### src/rtl/instruction_queue.sv
// Show-ahead circular FIFO of {pc, inst} between fetch and decode; head visible combinationally,
// new entries visible one cycle after the enqueue edge; enq_ready = !full from registered count only.
module instruction_queue #(
  parameter int DEPTH = 16,
  parameter int WIDTH = 32
) (
  input  logic                     clk,
  input  logic                     rst,
  input  logic                     flush,
  input  logic                     enq_valid,
  input  logic [WIDTH-1:0]         enq_inst,
  input  logic [WIDTH-1:0]         enq_pc,
  output logic                     enq_ready,
  input  logic                     deq_ready,
  output logic                     deq_valid,
  output logic [WIDTH-1:0]         deq_inst,
  output logic [WIDTH-1:0]         deq_pc,
  output logic [$clog2(DEPTH):0]   count,
  output logic                     full,
  output logic                     empty
);

  localparam int AW = $clog2(DEPTH);
  localparam logic [AW:0] FULL_CNT = (AW+1)'(DEPTH);

  logic [AW-1:0]        head;
  logic [AW-1:0]        tail;
  logic [AW:0]          cnt;
  logic [2*WIDTH-1:0]   mem [DEPTH];
  logic                 enq_fire;
  logic                 deq_fire;
  logic [2*WIDTH-1:0]   head_entry;

  assign full      = (cnt == FULL_CNT);
  assign empty     = (cnt == '0);
  assign count     = cnt;
  assign enq_ready = ~full;
  assign deq_valid = ~empty;

  // Accepts are judged against registered occupancy; a draining full queue still refuses.
  assign enq_fire = enq_valid & ~full;
  assign deq_fire = deq_ready & ~empty;

  assign head_entry = mem[head];
  assign deq_pc     = empty ? '0 : head_entry[2*WIDTH-1:WIDTH];
  assign deq_inst   = empty ? '0 : head_entry[WIDTH-1:0];

  always_ff @(posedge clk) begin
    if (rst || flush) begin
      head <= '0;
      tail <= '0;
      cnt  <= '0;
    end else begin
      if (enq_fire) tail <= tail + 1'b1;
      if (deq_fire) head <= head + 1'b1;
      case ({enq_fire, deq_fire})
        2'b10:   cnt <= cnt + 1'b1;
        2'b01:   cnt <= cnt - 1'b1;
        default: cnt <= cnt;
      endcase
    end
  end

  // Storage is deliberately unreset; writes are suppressed while rst or flush is held.
  always_ff @(posedge clk) begin
    if (!rst && !flush && enq_fire) mem[tail] <= {enq_pc, enq_inst};
  end

endmodule
### config.mk
export PLATFORM = sky130hd
export DESIGN_NAME = instruction_queue
export DESIGN_NICKNAME = d
export VERILOG_FILES = /design/src/rtl/instruction_queue.sv
export SDC_FILE = /design/constraint.sdc
export NUM_CORES = 1
export LEC_CHECK = 0
export ABC_AREA = 1
export BUFFER_PORTS_ARGS = -buffer_cell sky130_fd_sc_hd__buf_4
export CAP_MARGIN = 40
export CORE_MARGIN = 3
export CORE_UTILIZATION = 45
export DETAILED_ROUTE_END_ITERATION = 8
export GPL_TIMING_DRIVEN = 0
export PLACE_DENSITY = 0.65
export RECOVER_POWER = 50
export SYNTH_ARGS = -nofsm -noshare
export SYNTH_HDL_FRONTEND = slang
export SYNTH_SLANG_ARGS = --single-unit
### constraint.sdc
create_clock -name clk -period 4.87 [get_ports clk]
set_input_delay 0.974 -clock clk [delete_from_list [all_inputs] [get_ports clk]]
set_output_delay 0.974 -clock clk [all_outputs]
set_load 0.005 [all_outputs]
==> results of run 1 <==
## power groups by stage
stage | clock network (mW) | registers, mW | logic, mW
4_1_cts | 7.94 | 9.88 | 1.56
5_1_grt | 8.30 | 9.88 | 1.67
6_report | 7.89 | 9.88 | 1.53
2_1_floorplan | 0 | 10.1 | 0.736
3_3_place_gp | 0 | 10.1 | 1.51
3_5_place_dp | 0 | 10.1 | 1.55
## sequential cells by signal (all words and copies together), names as in the netlist, named ones only
register / count
count: 5
head: 4
mem: 1024
tail: 4
## cells in the final DEF, fill, tap and decap left out, types with 4 or more instances in the layout
| cell type | netlist | routed |
|---|---|---|
| sky130_fd_sc_hd__inv_1 | 532 | 532 |
| sky130_fd_sc_hd__o21ai_0 | 9 | 9 |
| sky130_fd_sc_hd__bufinv_16 | 0 | 8 |
| sky130_fd_sc_hd__edfxtp_1 | 1024 | 1024 |
| sky130_fd_sc_hd__clkbuf_1 | 39 | 121 |
| sky130_fd_sc_hd__nand3_1 | 648 | 648 |
| sky130_fd_sc_hd__buf_4 | 22 | 93 |
| sky130_fd_sc_hd__nor2_1 | 23 | 13 |
| sky130_fd_sc_hd__dfxtp_1 | 17 | 17 |
| sky130_fd_sc_hd__clkbuf_4 | 0 | 6 |
| sky130_fd_sc_hd__buf_6 | 16 | 20 |
| sky130_fd_sc_hd__nor2_4 | 0 | 10 |
| sky130_fd_sc_hd__buf_12 | 0 | 34 |
| sky130_fd_sc_hd__clkinv_2 | 0 | 25 |
| sky130_fd_sc_hd__xor2_1 | 4 | 4 |
| sky130_fd_sc_hd__clkinv_1 | 0 | 32 |
| sky130_fd_sc_hd__ha_1 | 9 | 9 |
| sky130_fd_sc_hd__nand2_1 | 1556 | 1556 |
| sky130_fd_sc_hd__buf_16 | 0 | 14 |
| sky130_fd_sc_hd__buf_2 | 137 | 137 |
| sky130_fd_sc_hd__clkbuf_16 | 0 | 108 |
| sky130_fd_sc_hd__a21oi_1 | 77 | 77 |
| sky130_fd_sc_hd__buf_1 | 5 | 5 |
## routing by layer
layer  share of wire [%]  up-vias  track usage, %
li1                    -    14200               -
met1                  40    14700            34.4
met2                  47     1614            40.6
met3                 9.9      256            4.24
met4                 3.7        6            9.48
met5               0.027        -               0
## logic make-up after synthesis
group,Yosys count
AND/OR/NAND/NOR,2230
flip-flops,1041
buffers and inverters,754
AO/OA/AOI/OAI,86
adder cells (fa/ha/maj),10
XOR/XNOR,7
## worst max-delay path: cells and delay by family (launching register included)
| family | cells | cell delay, ns |
|---|---|---|
| compound gates | 1 | 0.61 |
| buf+inv | 4 | 1.40 |
| flops | 1 | 0.31 |
| simple gates | 3 | 0.31 |
## through the flow
step                cell area, µm²  std cells
floorplan                    44100       4128
detailed placement           48000       5599
global route                 51100       5796
CTS                          51400       5795
finish                       51100       5796
global placement             46800       5545
## cell type report
| cell class | count | area share [%] |
|---|---|---|
| Tap cell | 1276 | 3.12 |
| Timing Repair Buffer | 196 | 3.86 |
| Clock buffer | 126 | 5.42 |
| Sequential cell | 1041 | 60.8 |
| Clock inverter | 70 | 1.11 |
| Multi-Input combinational cell | 2333 | 19.4 |
| Buffer | 219 | 2.34 |
| Inverter | 535 | 3.94 |
## path summary, 6_finish.rpt
path                            startpoint         end  slack [ns]
worst min-delay path               tail[3]     tail[3]        0.51
worst max-delay path                  flop   deq_pc[1]        0.59
worst min register to register     tail[3]     tail[3]        0.51
worst max register to register    count[0]  mem[5][33]        1.68
==> summary by stage, run 1 <==
Outcome
The run finished with clean final reports.

Timing
Timing would allow up to 233 MHz. The post-route fraction of the period consumed by the critical path is 87.9%. For the final routed database, the setup TNS stands at 0 ns. Setup repair after global routing left no endpoint under its margin. The final critical path time including I/O delays and setup is 4.28 ns. The clock skew after layout is 0.0248 ns. The worst setup slack after layout is 0.587 ns.

The final hold violation count came to 0. The slew at the pin with the worst max-slew slack is 1.38 ns. The final-report setup violation count is 0.

The worst pin sits at a relative slew slack of 7.34%. The final-layout worst hold slack is 0.510 ns. The total count of max-transition violations in the final report is 0.

Hold path
In this run the worst hold path is classified as flop to flop. The worst hold path passes through 2 cells.

Synth
The fraction of post-synthesis cell area in the top cell type by area is 69.7%. The most frequently used flop master after synthesis is sky130_fd_sc_hd__edfxtp_1. The sequential share of the synthesized area is 70.5%.

Ranked by instance count, the synthesized netlist is headed by sky130_fd_sc_hd__nand2_1, sky130_fd_sc_hd__edfxtp_1, sky130_fd_sc_hd__nand3_1. Of the total synthesized cell area, the portion taken by XOR and XNOR cells is 0.139%. The post-synth net total is 4207. The count of warnings emitted by yosys is 0. The share of synthesized cell area in and, or, nand and nor gates is 20.8%.

The combinational family with the most area after synthesis is simple AND/OR/NAND/NOR gates. The synthesized netlist devotes 0.976% of its cell area to compound gates. Among all cell types in the netlist, the one instantiated most often is sky130_fd_sc_hd__nand2_1. The post-synthesis cell type with the largest combined area is sky130_fd_sc_hd__edfxtp_1.

The post-synthesis instance total is 4128. Sorting the synthesized cells by area gives the leading types as sky130_fd_sc_hd__edfxtp_1, sky130_fd_sc_hd__nand2_1, sky130_fd_sc_hd__nand3_1. The synthesized netlist devotes 0.301% of its cell area to adder and majority cells. Synthesis inferred 1041 register bits. The mapped netlist covers 44100 µm². Each instance of the synthesized netlist takes up on average 10.7 µm². The number of synthesized flops with an enable pin is 1024. In the synthesized netlist, mux cells make up 0% of the area. For this run, asynchronously set or reset flops after synthesis account for 0%. The distinct cell type count after synthesis is 21.

Critical path
Of all nets on the critical path, the largest fanout is 10. STA classifies the critical path startpoint as a flop. Traced cell by cell, the critical path runs through buf_2 -> buf_2 -> buf_2 -> nand2_1 -> nand3_1 -> nand3_1 -> a21oi_1 -> buf_4. The largest stage delay on the critical path is 0.61 ns. At the worst endpoint, the required time is 3.90 ns. The number of cells on the worst reg-to-reg path is 8. The cell type of the slowest stage on the worst timing path is sky130_fd_sc_hd__a21oi_1. Counting stages on the worst path, the most repeated cell is sky130_fd_sc_hd__buf_2. STA classifies the critical path endpoint as an output pin. The setup path with the least slack is of type flop to output pin. The signal arrival time at the worst endpoint is 3.31 ns.

Die
The die area is 102000 µm². Once the floorplan was initialized, standard cells occupied 45.5% of the core. The die boundary height is 319 µm. The width of the chip is 319 µm.

The floorplan step defined a core boundary enclosing 97000 µm². The floorplan row count is 114. For this design the top-level I/O count stands at 142.

Routing
The detail-routed net length per standard cell is 22.3 µm. After the first detailed-routing iteration, the DRC count stood at 3736. For this block, the routed nets add up to 129000 µm of wire. The final route contains 30700 vias. The length of the first detailed-routing pass in iterations is 6. The count of nets left with antenna violations once routing finished came out at 0.

The detailed-route DRC error count is 0. Dividing the detail-routed via count by the number of cells gives 5.30.

Power and ir drop
The switching share of total power is 23.4%. The total power density per cell area is 378 nW/µm². The static leakage is 20.9 nW. Sequential cells account for 51.2% of the total power. The switching power is 4.51 mW.

The internal portion of the total power is 14.8 mW. Of the total power, the clock network draws 40.9%. The total power is 19.3 mW. The logic gate share of total power is 7.9%.

The maximum vdd ir drop is 0.000319 V.

Clocking
After clock tree synthesis, the repair step resized 0 gates. The later pin in the worst-skew pair is clocked with a latency of 0.70 ns. After clock tree synthesis, the setup repair step added 0 buffers. The number of buffers on the longest clock path is 3. The number of sinks handled by clock tree synthesis is 1041. After clock tree synthesis, the flow added hold-fix buffers numbering 0.

TritonCTS built the clock tree. CTS placed an instance of sky130_fd_sc_hd__clkbuf_16 at the clock tree root. The clock buffer count from CTS is 105.

The clock input transition at the sequential cells of the worst setup and hold paths is 0.06 ns. The H-tree depth is 3.

GRT
Entering global routing, the biggest net connects 25 pins. The number of global-route vias before repair is 29600. The initial antenna violation count was 5. In the global route stage, overall resource usage came out at 25.2%. The remaining global-route overflow is 0. The first global-routing pass estimated 190000 µm of wire.

Finish
The layout has 8228 filler cells. The fraction of final layout cells sized beyond drive strength 1 is 10.3%. The sequential cell area is 31100 µm².

In the final layout, the multi-input gates occupy 9890 µm². In the final design database the tool counted 4510 nets. Measured on the finished design, the core utilization comes to 52.7%.

From synthesis to final layout, the design area changed by 15.8%. The number of diodes added for antenna fixing is 0.

Placement
OpenSTA, run right after detailed placement, puts the worst setup slack at 1.33 ns. The count of input and output buffers is 141. The weighted congestion at the end of routability-driven global placement is 0.818. The HPWL reported at the end of detailed placement is 86600 µm.

Flow run
The number of violations of the max-capacitance limit is 0.
Note: power is estimated with default switching activity, not from simulation.
==> run 2, diff against run 1 <==
Settings changed: CELL_PAD_IN_SITES_DETAIL_PLACEMENT set to 1, CELL_PAD_IN_SITES_GLOBAL_PLACEMENT set to 2, CORE_UTILIZATION 45 to 38, PLACE_DENSITY 0.65 to 0.78, REMOVE_ABC_BUFFERS set to 1.
==> summary by stage, run 2 (synthesized netlist as in run 1, its figures left out) <==
Routing
The starting DRC count in detailed routing is 2498 (was 3736). The detail-routed net length per standard cell is 22.5 µm (was 22.3 µm). The remaining antenna violation count after routing is 0 (unchanged). The total number of vias is 30100 (was 30700). The length of the first detailed-routing pass in iterations came to 5 (was 6). The detailed-route DRC error count is 0 (unchanged). The post-detailed-routing wire length is 132000 µm (was 129000 µm). The detail-routed via count per cell was 5.14 (was 5.30).

Finish
The most common library cell in the layout ignoring fill and taps is sky130_fd_sc_hd__nand2_1 (unchanged). The utilization after layout is 45.0% (was 52.7%). The register with the most flip-flops is mem (unchanged). The number of flip-flops in the largest register was 1024 (unchanged). The final net count is 4338 (was 4510).

The relative area change from synthesis to final layout is 17.2% (was 15.8%). The number of standard cells in the layout, taps in and fillers out came to 5866 (was 5796). The fraction of final layout cells sized beyond drive strength 1 is 8.34% (was 10.3%).

Most frequent cells in the layout: sky130_fd_sc_hd__nand2_1, sky130_fd_sc_hd__edfxtp_1, sky130_fd_sc_hd__nand3_1, sky130_fd_sc_hd__inv_1, sky130_fd_sc_hd__clkbuf_16 (was sky130_fd_sc_hd__nand2_1, sky130_fd_sc_hd__edfxtp_1, sky130_fd_sc_hd__nand3_1, sky130_fd_sc_hd__inv_1, sky130_fd_sc_hd__buf_2). The layout filler cell count was 12400 (was 8228).

GRT
The global-route usage over all layers is 21.8% (was 25.2%). The remaining global-route overflow came to 0 (unchanged). The number of global-route vias before repair is 31600 (was 29600). The initial antenna violation count was 8 (was 5). The wire length of the first global-routing pass is 198000 µm (was 190000 µm). The maximum number of pins on one net before global-route repair is 109 (was 25).

Power and ir drop
The maximum vdd ir drop is 0.000283 V (was 0.000319 V). The total power density per cell area came to 382 nW/µm² (was 378 nW/µm²). The total power is 19.7 mW (was 19.3 mW). The static leakage is 20.7 nW (was 20.9 nW).

Clocking
The clock input transition at the sequential cells of the worst setup and hold paths is 0.06 ns (about the same). The number of sinks handled by clock tree synthesis is 1041 (unchanged). The CTS tree is done (unchanged). The H-tree depth is 3 (unchanged).

The clock root buffer is sky130_fd_sc_hd__clkbuf_16 (unchanged). The clock buffer count from CTS is 110 (was 105). The clock latency reported for the late side of the worst-skew pair is 0.70 ns (about the same).

The number of buffers on the longest clock path is 3 (unchanged). The hold-fix buffer count after cts was 0 (unchanged).

Timing
The total count of max-transition violations in the final report is 8 (was 0). The final-layout worst hold slack is 0.497 ns (was 0.510 ns). The highest achievable clock rate came to 220 MHz (was 233 MHz). The final-report setup violation count is 0 (unchanged). The worst setup slack after layout was 0.321 ns (was 0.587 ns). The slew at the pin with the worst max-slew slack came to 1.71 ns (was 1.38 ns). The remaining max-slew budget at the tightest pin is -14.5% (was 7.34%). The clock skew after layout is 0.0255 ns (was 0.0248 ns). The final hold violation count is 0 (unchanged). The final critical path time including I/O delays and setup is 4.55 ns (was 4.28 ns). Unrepaired setup endpoints after global routing: no (unchanged). The post-route fraction of the period consumed by the critical path is 93.4% (was 87.9%).

Placement
The HPWL reported at the end of detailed placement is 73600 µm (was 86600 µm). The worst setup slack before clock tree synthesis is -0.0289 ns (was 1.33 ns). The weighted congestion at the end of routability-driven global placement is 0.680 (was 0.818). The placed instance count was 5650 (was 5599).

The count of input and output buffers is 141 (unchanged).

Critical path
The terminus of the critical flop-to-flop path was mem[0][62] (was mem[5][33]). Sequence of cells on the critical path: buf_16 -> inv_8 -> buf_16 -> nand3_1 -> nand3_1 -> nand3_1 -> a21oi_1 -> buf_4 (was buf_2 -> buf_2 -> buf_2 -> nand2_1 -> nand3_1 -> nand3_1 -> a21oi_1 -> buf_4). The largest stage delay on the critical path is 0.65 ns (was 0.61 ns). The library cell appearing most often on the critical path is sky130_fd_sc_hd__nand3_1 (was sky130_fd_sc_hd__buf_2). The register-to-register path setup slack is 1.37 ns (was 1.68 ns).

The cell type of the slowest stage on the worst timing path is sky130_fd_sc_hd__inv_8 (was sky130_fd_sc_hd__a21oi_1). The buffer and inverter count on the worst path was 4 (unchanged). The nature of the critical path startpoint is a flop (unchanged). The type of the worst setup path is flop to output pin (unchanged). The dominant delay contributor by cell family on the critical path is buffers and inverters (unchanged). The kind of end point of the critical path is an output pin (unchanged). The launch instance of the worst register-to-register path is count[0] (unchanged).

The largest fanout on the critical path is 108 (was 10). The signal arrival time at the worst endpoint is 3.57 ns (was 3.31 ns). The data required time at the worst endpoint is 3.90 ns (about the same). The worst reg-to-reg path cell count is 10 (was 8).

Die
The width of the chip is 347 µm (was 319 µm). The die boundary height came to 347 µm (was 319 µm). The starting utilization of the core area is 38.4% (was 45.5%). The die area is 120000 µm² (was 102000 µm²). The floorplan row count came to 124 (was 114). The core footprint is 115000 µm² (was 97000 µm²). The number of top-level pins was 142 (unchanged).

Flow run
The number of violations of the max-capacitance limit was 1 (was 0).

Hold path
The hold path startpoint is head[3] (was tail[3]). The number of cells traversed by the worst hold path came to 2 (unchanged). The path category of the worst min-delay check is flop to flop (unchanged).

Outcome
Status: finished with violations (was completed). The final reports fail on capacitance limit, slew limit.
## run 2: how the worst max path moves through the flow
stage | slack (ns) | from | end | cells after the start
after floorplan | -11.61 | flop | deq_inst[0] | 6
after global placement | -34.49 | flop | deq_pc[17] | 7
after detailed placement | -0.03 | flop | deq_pc[17] | 12
after CTS | 0.02 | flop | deq_pc[4] | 11
after global routing | 0.08 | flop | deq_pc[6] | 12
final | 0.32 | flop | deq_inst[28] | 8
## run 2: worst min-delay path, cell delays in order (launching register included)
cell	delay [ns]
sky130_fd_sc_hd__dfxtp_1	0.32
sky130_fd_sc_hd__nand2_1	0.06
sky130_fd_sc_hd__a21oi_1	0.07
## run 2: cell type report
cell class / instances / area (µm²) / share of cell area [%]
Tap cell: 1512 / 1890 / 3.66
Inverter: 535 / 2040 / 3.95
Sequential cell: 1041 / 31100 / 60.2
Timing Repair inverter: 1 / 8.76 / 0.0169
Antenna cell: 3 / 7.51 / 0.0145
Clock buffer: 144 / 2960 / 5.73
Multi-Input combinational cell: 2333 / 9960 / 19.3
Clock inverter: 60 / 596 / 1.15
Timing Repair Buffer: 237 / 3120 / 6.04
## run 2: power breakdown
part / total, mW / switching (mW) / internal (mW)
Combinational: 1.44 / 0.988 / 0.448
Clock: 8.40 / 3.51 / 4.89
Sequential: 9.89 / 0.0237 / 9.87
## run 2: routing by layer
layer,wire length (µm),vias to the layer above,track usage (%)
li1,-,13800,-
met2,64500,676,37.3
met4,2990,6,5.86
met3,6120,213,2.95
met1,58600,15400,29.2
met5,35,-,0
## run 2: stage by stage
step / setup TNS (ns) / area (µm²)
finish: 0 / 51700
global route: 0 / 51700
CTS: 0 / 51900
detailed placement: -0.0289 / 48200
global placement: -7064.11 / 45900
floorplan: -742.16 / 42900
## run 2: repair_timing
action / CTS / global route
cloned: 4 / 1
hold endpoints to repair: 0 / 0
buffers inserted: 2 / 2
setup endpoints to repair: 43 / 28
gates resized for setup: 10 / 7
